## config.mk

```make
export PLATFORM = sky130hd
export DESIGN_NAME = mvm3_stream_arbiter
export DESIGN_NICKNAME = d
export VERILOG_FILES = /design/src/rtl/mvm3_stream_arbiter.sv
export SDC_FILE = /design/constraint.sdc
export NUM_CORES = 1
export LEC_CHECK = 0
export BUFFER_PORTS_ARGS = -buffer_cell sky130_fd_sc_hd__buf_2
export CORE_MARGIN = 8
export CORE_UTILIZATION = 39
export CTS_CLUSTER_SIZE = 14
export DETAILED_ROUTE_END_ITERATION = 12
export HOLD_SLACK_MARGIN = 0.08
export PLACE_DENSITY = 0.81
export SYNTH_ARGS = -nofsm -noshare
export SYNTH_HDL_FRONTEND = slang
export SYNTH_SLANG_ARGS = --single-unit
export TNS_END_PERCENT = 5
```

## constraint.sdc

```tcl
create_clock -name clk -period 1.73 [get_ports clk]
set_input_delay 0.346 -clock clk [delete_from_list [all_inputs] [get_ports clk]]
set_output_delay 0.346 -clock clk [all_outputs]
set_load 0.05 [all_outputs]
```

## src/rtl/mvm3_stream_arbiter.sv

```systemverilog
// Round-robin packet arbiter sharing one 3x3 MVM engine between two streams.
// Result beats are steered back to the owning requester via a tag FIFO.
module mvm3_stream_arbiter #(
  parameter int DW        = 8,
  parameter int OW        = 16,
  parameter int PKT_LEN   = 12,
  parameter int RES_LEN   = 3,
  parameter int TAG_DEPTH = 4
) (
  input  logic          clk,
  input  logic          reset,
  input  logic          in0_valid,
  output logic          in0_ready,
  input  logic [DW-1:0] in0_data,
  input  logic          in1_valid,
  output logic          in1_ready,
  input  logic [DW-1:0] in1_data,
  output logic          eng_valid,
  input  logic          eng_ready,
  output logic [DW-1:0] eng_data,
  input  logic          res_valid,
  output logic          res_ready,
  input  logic [OW-1:0] res_data,
  input  logic          res_ovf,
  output logic          out0_valid,
  input  logic          out0_ready,
  output logic [OW-1:0] out0_data,
  output logic          out0_ovf,
  output logic          out1_valid,
  input  logic          out1_ready,
  output logic [OW-1:0] out1_data,
  output logic          out1_ovf,
  output logic          err_orphan
);

  localparam int BW = $clog2(PKT_LEN + 1);
  localparam int RW = $clog2(RES_LEN + 1);
  localparam int AW = $clog2(TAG_DEPTH);

  typedef enum logic {IDLE, FWD} state_t;

  state_t        state, state_nx;
  logic          gnt, gnt_nx;
  logic          prio, prio_nx;
  logic [BW-1:0] beat_cnt, beat_nx;
  logic [RW-1:0] res_cnt;
  logic          tag_mem [TAG_DEPTH];
  logic [AW:0]   wr_ptr, rd_ptr;
  logic          empty, full, head;
  logic          push, sel, pop;
  logic          eng_v, in0_r, in1_r;
  logic          res_hs;

  assign empty = (wr_ptr == rd_ptr);
  assign full  = (wr_ptr[AW] != rd_ptr[AW]) &&
                 (wr_ptr[AW-1:0] == rd_ptr[AW-1:0]);
  assign head  = tag_mem[rd_ptr[AW-1:0]];

  always_comb begin
    state_nx = state;
    gnt_nx   = gnt;
    prio_nx  = prio;
    beat_nx  = beat_cnt;
    push     = 1'b0;
    sel      = 1'b0;
    eng_v    = 1'b0;
    eng_data = '0;
    in0_r    = 1'b0;
    in1_r    = 1'b0;
    unique case (state)
      IDLE: begin
        // full is the registered occupancy: a same-cycle pop never frees a slot
        if ((in0_valid || in1_valid) && !full) begin
          sel      = (in0_valid && in1_valid) ? prio : in1_valid;
          push     = 1'b1;
          gnt_nx   = sel;
          state_nx = FWD;
        end
      end
      FWD: begin
        eng_v    = gnt ? in1_valid : in0_valid;
        eng_data = gnt ? in1_data : in0_data;
        in0_r    = !gnt && eng_ready;
        in1_r    = gnt && eng_ready;
        if (eng_v && eng_ready) begin
          if (beat_cnt == BW'(PKT_LEN - 1)) begin
            beat_nx  = '0;
            state_nx = IDLE;
            prio_nx  = ~gnt;
          end else begin
            beat_nx = beat_cnt + 1'b1;
          end
        end
      end
      default: state_nx = IDLE;
    endcase
  end

  assign eng_valid = eng_v & reset;
  assign in0_ready = in0_r & reset;
  assign in1_ready = in1_r & reset;

  assign out0_valid = res_valid & !empty & !head & reset;
  assign out1_valid = res_valid & !empty & head & reset;
  assign out0_data  = res_data;
  assign out1_data  = res_data;
  assign out0_ovf   = res_ovf;
  assign out1_ovf   = res_ovf;
  assign res_ready  = (head ? out1_ready : out0_ready) & !empty & reset;

  assign res_hs = res_valid & res_ready;
  assign pop    = res_hs & (res_cnt == RW'(RES_LEN - 1));

  always_ff @(posedge clk) begin
    if (push) tag_mem[wr_ptr[AW-1:0]] <= sel;
  end

  always_ff @(posedge clk) begin
    if (!reset) begin
      state      <= IDLE;
      gnt        <= 1'b0;
      prio       <= 1'b0;
      beat_cnt   <= '0;
      res_cnt    <= '0;
      wr_ptr     <= '0;
      rd_ptr     <= '0;
      err_orphan <= 1'b0;
    end else begin
      state    <= state_nx;
      gnt      <= gnt_nx;
      prio     <= prio_nx;
      beat_cnt <= beat_nx;
      if (push) wr_ptr <= wr_ptr + 1'b1;
      if (pop) rd_ptr <= rd_ptr + 1'b1;
      if (res_hs) res_cnt <= pop ? '0 : res_cnt + 1'b1;
      if (res_valid && empty) err_orphan <= 1'b1;
    end
  end

endmodule

```

### After elaboration in Yosys (flattened, before gate mapping)

Memory sizes are Yosys's and may differ from the RTL's. A register that Yosys moved wholly into a read port is not among the register bits.
Cells that the tools add are included.

| word-level totals | value |
|---|---|
| flip-flop bits (word level) | 16 |
| RAM bits | 4 |
| output and inout port bits | 49 |
| logic and storage cells | 68 |
| memories kept | 1 |

Memories:

| name | depth | width | rd ports | clocked after memory_dff | wr ports | RTL line | text |
|---|---|---|---|---|---|---|---|
| tag_mem | 4 | 1 | 1 | 1 | 1 | 47 | `logic tag_mem [TAG_DEPTH];` |

| operators by class | value |
|---|---|
| $add $sub $neg | 4 |
| equal/unequal tests | 5 |
| multiplexer cells | 21 |
| bitwise operators | 14 |
| reductions and logical operators | 15 |

Operators with widths:

| kind | number |
|---|---|
| 8-bit 2-to-1 mux | 2 |
| 1-bit 2-to-1 mux | 14 |
| 1-bit bitwise AND | 12 |
| 1-bit logical AND | 7 |
| 3-bit by 1-bit adder with 3-bit output (second input constant) | 2 |
| 2-bit 2-to-1 mux | 3 |
| 4-bit by 1-bit adder with 4-bit output (second input constant) | 1 |
| 4-bit == test (second input constant) | 1 |
| 1-bit zero test | 4 |
| 4-bit 2-to-1 mux | 1 |
| 2-bit AND reduction | 2 |
| 3-bit == test | 1 |
| 3-bit AND reduction | 1 |
| 2-bit by 1-bit adder with 2-bit output (second input constant) | 1 |
| 2-bit == test | 1 |
| 2-bit == test (second input constant) | 1 |
| 1-bit inverter | 2 |
| 1-bit one-hot mux with 2 select lines | 1 |
| 1-bit logical OR | 1 |
| 1-bit != test | 1 |

### Longest topological paths before layout

Gate-level depths: netlist of the first run.

| depth | value |
|---|---|
| depth after elaboration | 8 |
| gate-level depth with buffers | 5 |

### Worst setup path before layout of the first run

No wires, ideal clock.

| path | value |
|---|---|
| path kind | register -> output |
| start point | reg with a tool-made name |
| end point | out res_ready |
| data arrival time | 2.156 ns |
| data required time | 1.384 ns |
| path slack | -0.772 ns |
| cell stages (with the launch flop) | 4 |
| buffers on the path | 0 |
| path through | dfxtp_1 -> mux4_2 -> mux2i_4 -> nor3_1 |

RTL lines:

| item | RTL line | text |
|---|---|---|
| end: declaration | 22 | `output logic res_ready,` |

==> results of run 1 <==
sequential cells by signal, summed over array words and instances, names as in the netlist, named ones only:
name	count
tag_mem	4
res_cnt	2
prio	1
rd_ptr	3
gnt	1
wr_ptr	3
state	1
beat_cnt	4
err_orphan	1
cells by family after synthesis:
logic type	synth area share
muxes	0.137
buffers and inverters	0.198
and+or+nand+nor	0.212
DFF	0.319
adders and majority gates	0.0581
AOI/OAI and AO/OA	0.0357
xor gates and xnor gates	0.0407
synthesized netlist by cell type:
| library cell | n | share of area |
|---|---|---|
| nor4b_2 | 1 | 0.010 |
| inv_1 | 7 | 0.017 |
| nand3_1 | 5 | 0.017 |
| mux2i_4 | 1 | 0.015 |
| nor2_1 | 13 | 0.032 |
| edfxtp_1 | 4 | 0.080 |
| or2_2 | 2 | 0.0083 |
| nand4b_1 | 1 | 0.0058 |
| buf_4 | 34 | 0.17 |
| nor3_1 | 2 | 0.0066 |
| and2_2 | 4 | 0.020 |
| xnor2_1 | 4 | 0.023 |
| nor3_2 | 1 | 0.0066 |
| dfxtp_1 | 18 | 0.24 |
| ha_1 | 7 | 0.058 |
| mux2i_1 | 15 | 0.10 |
| and2_1 | 2 | 0.0083 |
| and3_1 | 3 | 0.012 |
| mux4_2 | 1 | 0.015 |
| mux2_2 | 1 | 0.0075 |
| nor2b_1 | 9 | 0.037 |
| o31ai_1 | 1 | 0.0050 |
| nand2_1 | 9 | 0.022 |
| o21ai_0 | 1 | 0.0033 |
| a311oi_2 | 1 | 0.010 |
| nor3_4 | 1 | 0.011 |
| o21a_1 | 1 | 0.0050 |
| a21oi_1 | 1 | 0.0033 |
| nor3b_1 | 1 | 0.0050 |
| nand4_1 | 1 | 0.0042 |
| xor2_1 | 3 | 0.017 |
| buf_2 | 1 | 0.0033 |
| clkbuf_1 | 3 | 0.0075 |
| a31oi_1 | 1 | 0.0042 |
| and3b_1 | 1 | 0.0058 |
| a211oi_1 | 1 | 0.0050 |
cells in the final DEF (no fill, tap or decap), types with 4 or more instances in the layout:
cell type | netlist | routed
nor3_4 | 1 | 4
nor2b_1 | 9 | 8
edfxtp_1 | 4 | 4
xnor2_1 | 4 | 4
and2_2 | 4 | 4
inv_1 | 7 | 7
buf_6 | 0 | 5
nor2_1 | 13 | 13
buf_2 | 1 | 33
nand3_1 | 5 | 5
mux2i_1 | 15 | 14
nand2_1 | 9 | 9
ha_1 | 7 | 7
dfxtp_1 | 18 | 15
buf_4 | 34 | 11
path summary, 6_finish.rpt:
kind	slack, ps	endpoint	cells past startpoint
max	-310	out0_valid	4
min	340	err_orphan$_SDFFE_PN0P_	3
max reg2reg	-110	flop	5
min reg2reg	470	prio$_SDFFE_PN0P_	2
timing repair:
item	CTS	global route
gates resized for setup	11	7
pin swaps	0	0
hold endpoints to repair	0	0
setup buffers	0	1
hold buffers	0	0
endpoints found under the setup margin	11	22
worst register-to-register path, delay by kind of cell, from the launching register on:
kind	cells	cell delay (ps)
muxes	3	980
DFF	1	380
and+or+nand+nor	1	240
buffers and inverters	1	170
metrics by stage:
stage / utilization / hold WS (ps) / power (uW) / instance area (um2) / cells
finish: 0.475 / 339 / 1390 / 1750 / 226
global route: 0.475 / 377 / 1450 / 1750 / 226
CTS: 0.464 / 340 / 1380 / 1710 / 225
detailed placement: 0.435 / 449 / 896 / 1610 / 221
global placement: 0.435 / 448 / 890 / 1610 / 221
floorplan: - / 437 / 1000 / 1540 / 162
final cells by class:
class / count / area, um2 / share of cell area
Inverter: 7 / 26.3 / 0.0150
Tap cell: 48 / 60.1 / 0.0343
Timing Repair Buffer: 50 / 312 / 0.178
Clock inverter: 1 / 30.0 / 0.0172
Sequential cell: 22 / 484 / 0.277
Multi-Input combinational cell: 95 / 797 / 0.455
Clock buffer: 3 / 41.3 / 0.0236
report_power, final:
group	internal [uW]	total, uW	switching (uW)
registers	542	559	17.1
clock network	309	479	170
logic	141	350	209
total	992	1390	396
metal layers:
layer | share of wire | vias to the layer above
met3 | 0.065 | 5
met5 | 0 | -
met4 | 0.0072 | 0
met2 | 0.52 | 20
li1 | - | 539
met1 | 0.41 | 479
==> flow_summary.toml, run 1 <==
[sta]
rsz0062_at_grt = "yes"
slew-limit-headroom = 0.763
max_clock_freq_mhz = 490
fin_crit_ps = 2040
finalSetupViolCount = 9
fin_ws_ps = -310
fin_crit_sh = 1.18
worst_pin_slew_ps = 355
finalClockSkew_ps = 4.42
tns_ps = -1340
final_max_slew_viol_count = 0
finalHoldViolCount = 0

[power]
ir_drop_v = 0.000448
leakage_uw = 0.000758
powerDensity_mw_per_mm2 = 793

[global_route]
antenna_found_initial = 0
gr-usage-met1 = 0.102
gr-usage-met3 = 0.0421
grt_pass1_vias = 1100
met2_usage = 0.175
grt_max_degree = 14
grt_first_pass_wirelength_mm = 5.03
grt_usage = 0.0988
grt_overflow = 0
grt-busiest-layer = "met2"

[run]
maxCapViolations = 0

[cts]
clockBufferDepth = 2
cts_tree = "yes"
clockRootBuffer = "clkbuf_8"
cts.sinks = 22
clk_latency_ps = 270
cts_buffers = 3
cts.clk_slew.worst_paths_ps = 80
cts_htree_levels = 1

[placed_design]
port_buffers = 38
gp_congestion = 0.769
dp_slack_ps = -162
dp_hpwl_mm = 2.31

[routing]
first_pass_iters = 3
dr.first_iter.drc_count = 38
routedWlPerCell_um = 13.0
postRouteWirelength_mm = 2.93
vias = 1043
ant_nets = 0
route.detailed.drc = 0
routed_via_density = 4.62

[synth]
yosysWarnings = 0
avgSynthCellArea_um2 = 9.31
syn_inst = 162
synth_nets = 210
synth.cell_area_mm2 = 0.00151
synth.distinct_cells = 36
synth_seq_cells = 22
ys_seq_area_frac = 0.319

[critical_path]
cp_num_buf_inv = 2
worst-path-max-fanout = 2
start_kind = "flop"
crit_chain = "mux4_2, buf_4, nor3_4, buf_6"
critPathSlowestCell = "mux4_2"
cp.required_ps = 1380
worstSetupEndpointType = "primary output"
crit_type = "reg -> out"
crit_path_start = "tag_mem[0]$_DFFE_PP_"
critPathTopFamily = "multiplexers"
crit_arrival_ps = 1690
reg2reg_from = "tag_mem[0]$_DFFE_PP_"
slowest_delay_ps = 520

[floorplan]
fp.dieW_um = 78.2
coreArea_mm2 = 0.00369
rows = 22
die-area_mm2 = 0.00611
io_pins = 90
die_h_um = 78.2
start_util = 0.409

[final_layout]
synthToLayoutAreaGrowth_pct = 16.1
finalNetCount = 227
diodes = 0
drive_gt1_frac = 0.427
fillers = 338

[hold_path]
hp-class = "in -> reg"
hold_start = "res_valid"

[status]
violations = "negative setup slack"
status = "finished, violations left"
Power figures use the tool's default switching activity.
==> run 2: changes to the inputs <==
--- a/config.mk
+++ b/config.mk
@@ -7,10 +7,12 @@
 export LEC_CHECK = 0
 export BUFFER_PORTS_ARGS = -buffer_cell sky130_fd_sc_hd__buf_2
+export CELL_PAD_IN_SITES_DETAIL_PLACEMENT = 0
+export CELL_PAD_IN_SITES_GLOBAL_PLACEMENT = 2
 export CORE_MARGIN = 8
-export CORE_UTILIZATION = 39
+export CORE_UTILIZATION = 23
 export CTS_CLUSTER_SIZE = 14
 export DETAILED_ROUTE_END_ITERATION = 12
 export HOLD_SLACK_MARGIN = 0.08
-export PLACE_DENSITY = 0.81
+export PLACE_DENSITY = 0.83
 export SYNTH_ARGS = -nofsm -noshare
 export SYNTH_HDL_FRONTEND = slang
==> constraint.sdc (replaced) <==
create_clock -name clk -period 2.02 [get_ports clk]
set_input_delay 0.101 -clock clk [delete_from_list [all_inputs] [get_ports clk]]
set_output_delay 0.101 -clock clk [all_outputs]
set_load 0.05 [all_outputs]
==> flow_summary.toml, run 2 (synthesis gave the netlist of run 1 again) <==
[cts]
clk_latency_ps = 260
cts.clk_slew.worst_paths_ps = 80
clockRootBuffer = "clkbuf_8"
cts_buffers = 3
postCtsHoldBufs = 0
cts_tree = "yes"
postCtsSetupRepairBufs = 0
cts.sinks = 22
clockBufferDepth = 2
cts_htree_levels = 1
cts_resized = 0

[status]
status = "finished clean"

[critical_path]
regToRegSetupSlack_ps = 300
cp.required_ps = 1920
worst-path-max-fanout = 4
crit_chain = "mux4_2, mux2i_4, nor3_2, buf_2"
crit_type = "reg -> out"
critPathSlowestCell = "mux4_2"
start_kind = "flop"
ff2ff_path_depth = 4
worstSetupEndpointType = "primary output"
slowest_delay_ps = 540
reg2reg_from = "tag_mem[3]$_DFFE_PP_"
crit_arrival_ps = 1800

[routing]
routedWlPerCell_um = 11.8
postRouteWirelength_mm = 2.93
vias = 992
routed_via_density = 4.02
route.detailed.drc = 0
ant_nets = 0
first_pass_iters = 3
dr.first_iter.drc_count = 30

[sta]
rsz0062_at_grt = "no"
final_max_slew_viol_count = 0
fin_ws_ps = 124
finalSetupViolCount = 0
finalClockSkew_ps = 2.10
worst_pin_slew_ps = 378
slew-limit-headroom = 0.748
finalHoldViolCount = 0
fin_crit_ps = 1900
tns_ps = 0
fin_crit_sh = 0.939
max_clock_freq_mhz = 527
worst_hold_slack_ps = 124

[floorplan]
rows = 29
die_h_um = 97.0
coreArea_mm2 = 0.00635
start_util = 0.237
die-area_mm2 = 0.00940
io_pins = 90
fp.dieW_um = 97.0

[global_route]
grt_max_degree = 16
grt_overflow = 0
grt_pass1_vias = 1065
grt_first_pass_wirelength_mm = 5.05
antenna_found_initial = 0
grt_usage = 0.0623

[power]
powerDensity_mw_per_mm2 = 694
leakage_uw = 0.000683
ir_drop_v = 0.000243

[hold_path]
hp-class = "in -> reg"
min_path_cells = 3
holdPathEnd = "err_orphan$_SDFFE_PN0P_"
hold_start = "res_valid"

[final_layout]
final_common_cell = "buf_2"
ff_latch_area_um2 = 480
finalNetCount = 219
fin_area_mm2 = 0.00163
final_cell_mix = "buf_2 (38), dfxtp_1 (18), mux2i_1 (15)"
synthToLayoutAreaGrowth_pct = 8.05
drive_gt1_frac = 0.353
multi_input_area_um2 = 734
fillers = 699
diodes = 0

[placed_design]
dp_slack_ps = 297
placed_cell_area_mm2 = 0.00156
dp_hpwl_mm = 2.41
port_buffers = 38
gp_congestion = 0.718

[run]
maxCapViolations = 0
==> run 2: changes by cell type in the layout (fill, tap and decap cells not counted), moves of 2 or more <==
cell / delta
nor3_2: +2
buf_6: -5
dfxtp_1: +3
dfxtp_2: -3
buf_4: -7
buf_2: +5
nor3_4: -3
==> run 2: routing by layer <==
metal / global-route usage / wire (um)
met5: 0 / 0
met4: 0.0260 / 0
met3: 0.0164 / 117
met2: 0.106 / 1550
met1: 0.0718 / 1260
==> run 2: power by group <==
part | switching (uW) | leakage (uW) | internal [uW]
registers | 13.0 | 0.000184 | 464
clock network | 140 | 0.0000357 | 264
logic | 158 | 0.000463 | 91.0
total | 311 | 0.000683 | 819
==> run 2: final cells by class <==
type                    count  area share
clock buffers               3      0.0253
clock inverters             1      0.0184
inverters                   7      0.0161
multi-input cells          95       0.451
flip-flops and latches     22       0.295
well taps                  77      0.0591
repair buffers             42       0.135
==> run 2: metrics by stage <==
step	util	std cells	power, uW
5_1_grt	0.257	247	1180
4_1_cts	0.257	247	1140
6_report	0.257	247	1130
3_3_place_gp	0.245	243	737
3_5_place_dp	0.245	243	740
2_1_floorplan	-	162	847
==> run 2: worst max-delay path: cells and delay by family (launching register included) <==
kind	cells	cell delay, ps
multiplexers	2	780
flip-flops	1	370
AND/OR/NAND/NOR	1	100
buffers and inverters	1	280
==> run 2: worst max path at each step <==
stage	from	end	slack, ps	cells past startpoint
4_1_cts	rd_ptr[2]$_SDFFE_PN0P_	out1_valid	90	4
2_1_floorplan	rd_ptr[2]$_SDFFE_PN0P_	out1_valid	-180	4
3_5_place_dp	tag_mem[3]$_DFFE_PP_	flop	300	4
5_1_grt	rd_ptr[2]$_SDFFE_PN0P_	out1_valid	20	4
6_report	tag_mem[3]$_DFFE_PP_	res_ready	120	4
3_3_place_gp	flop	flop	340	4
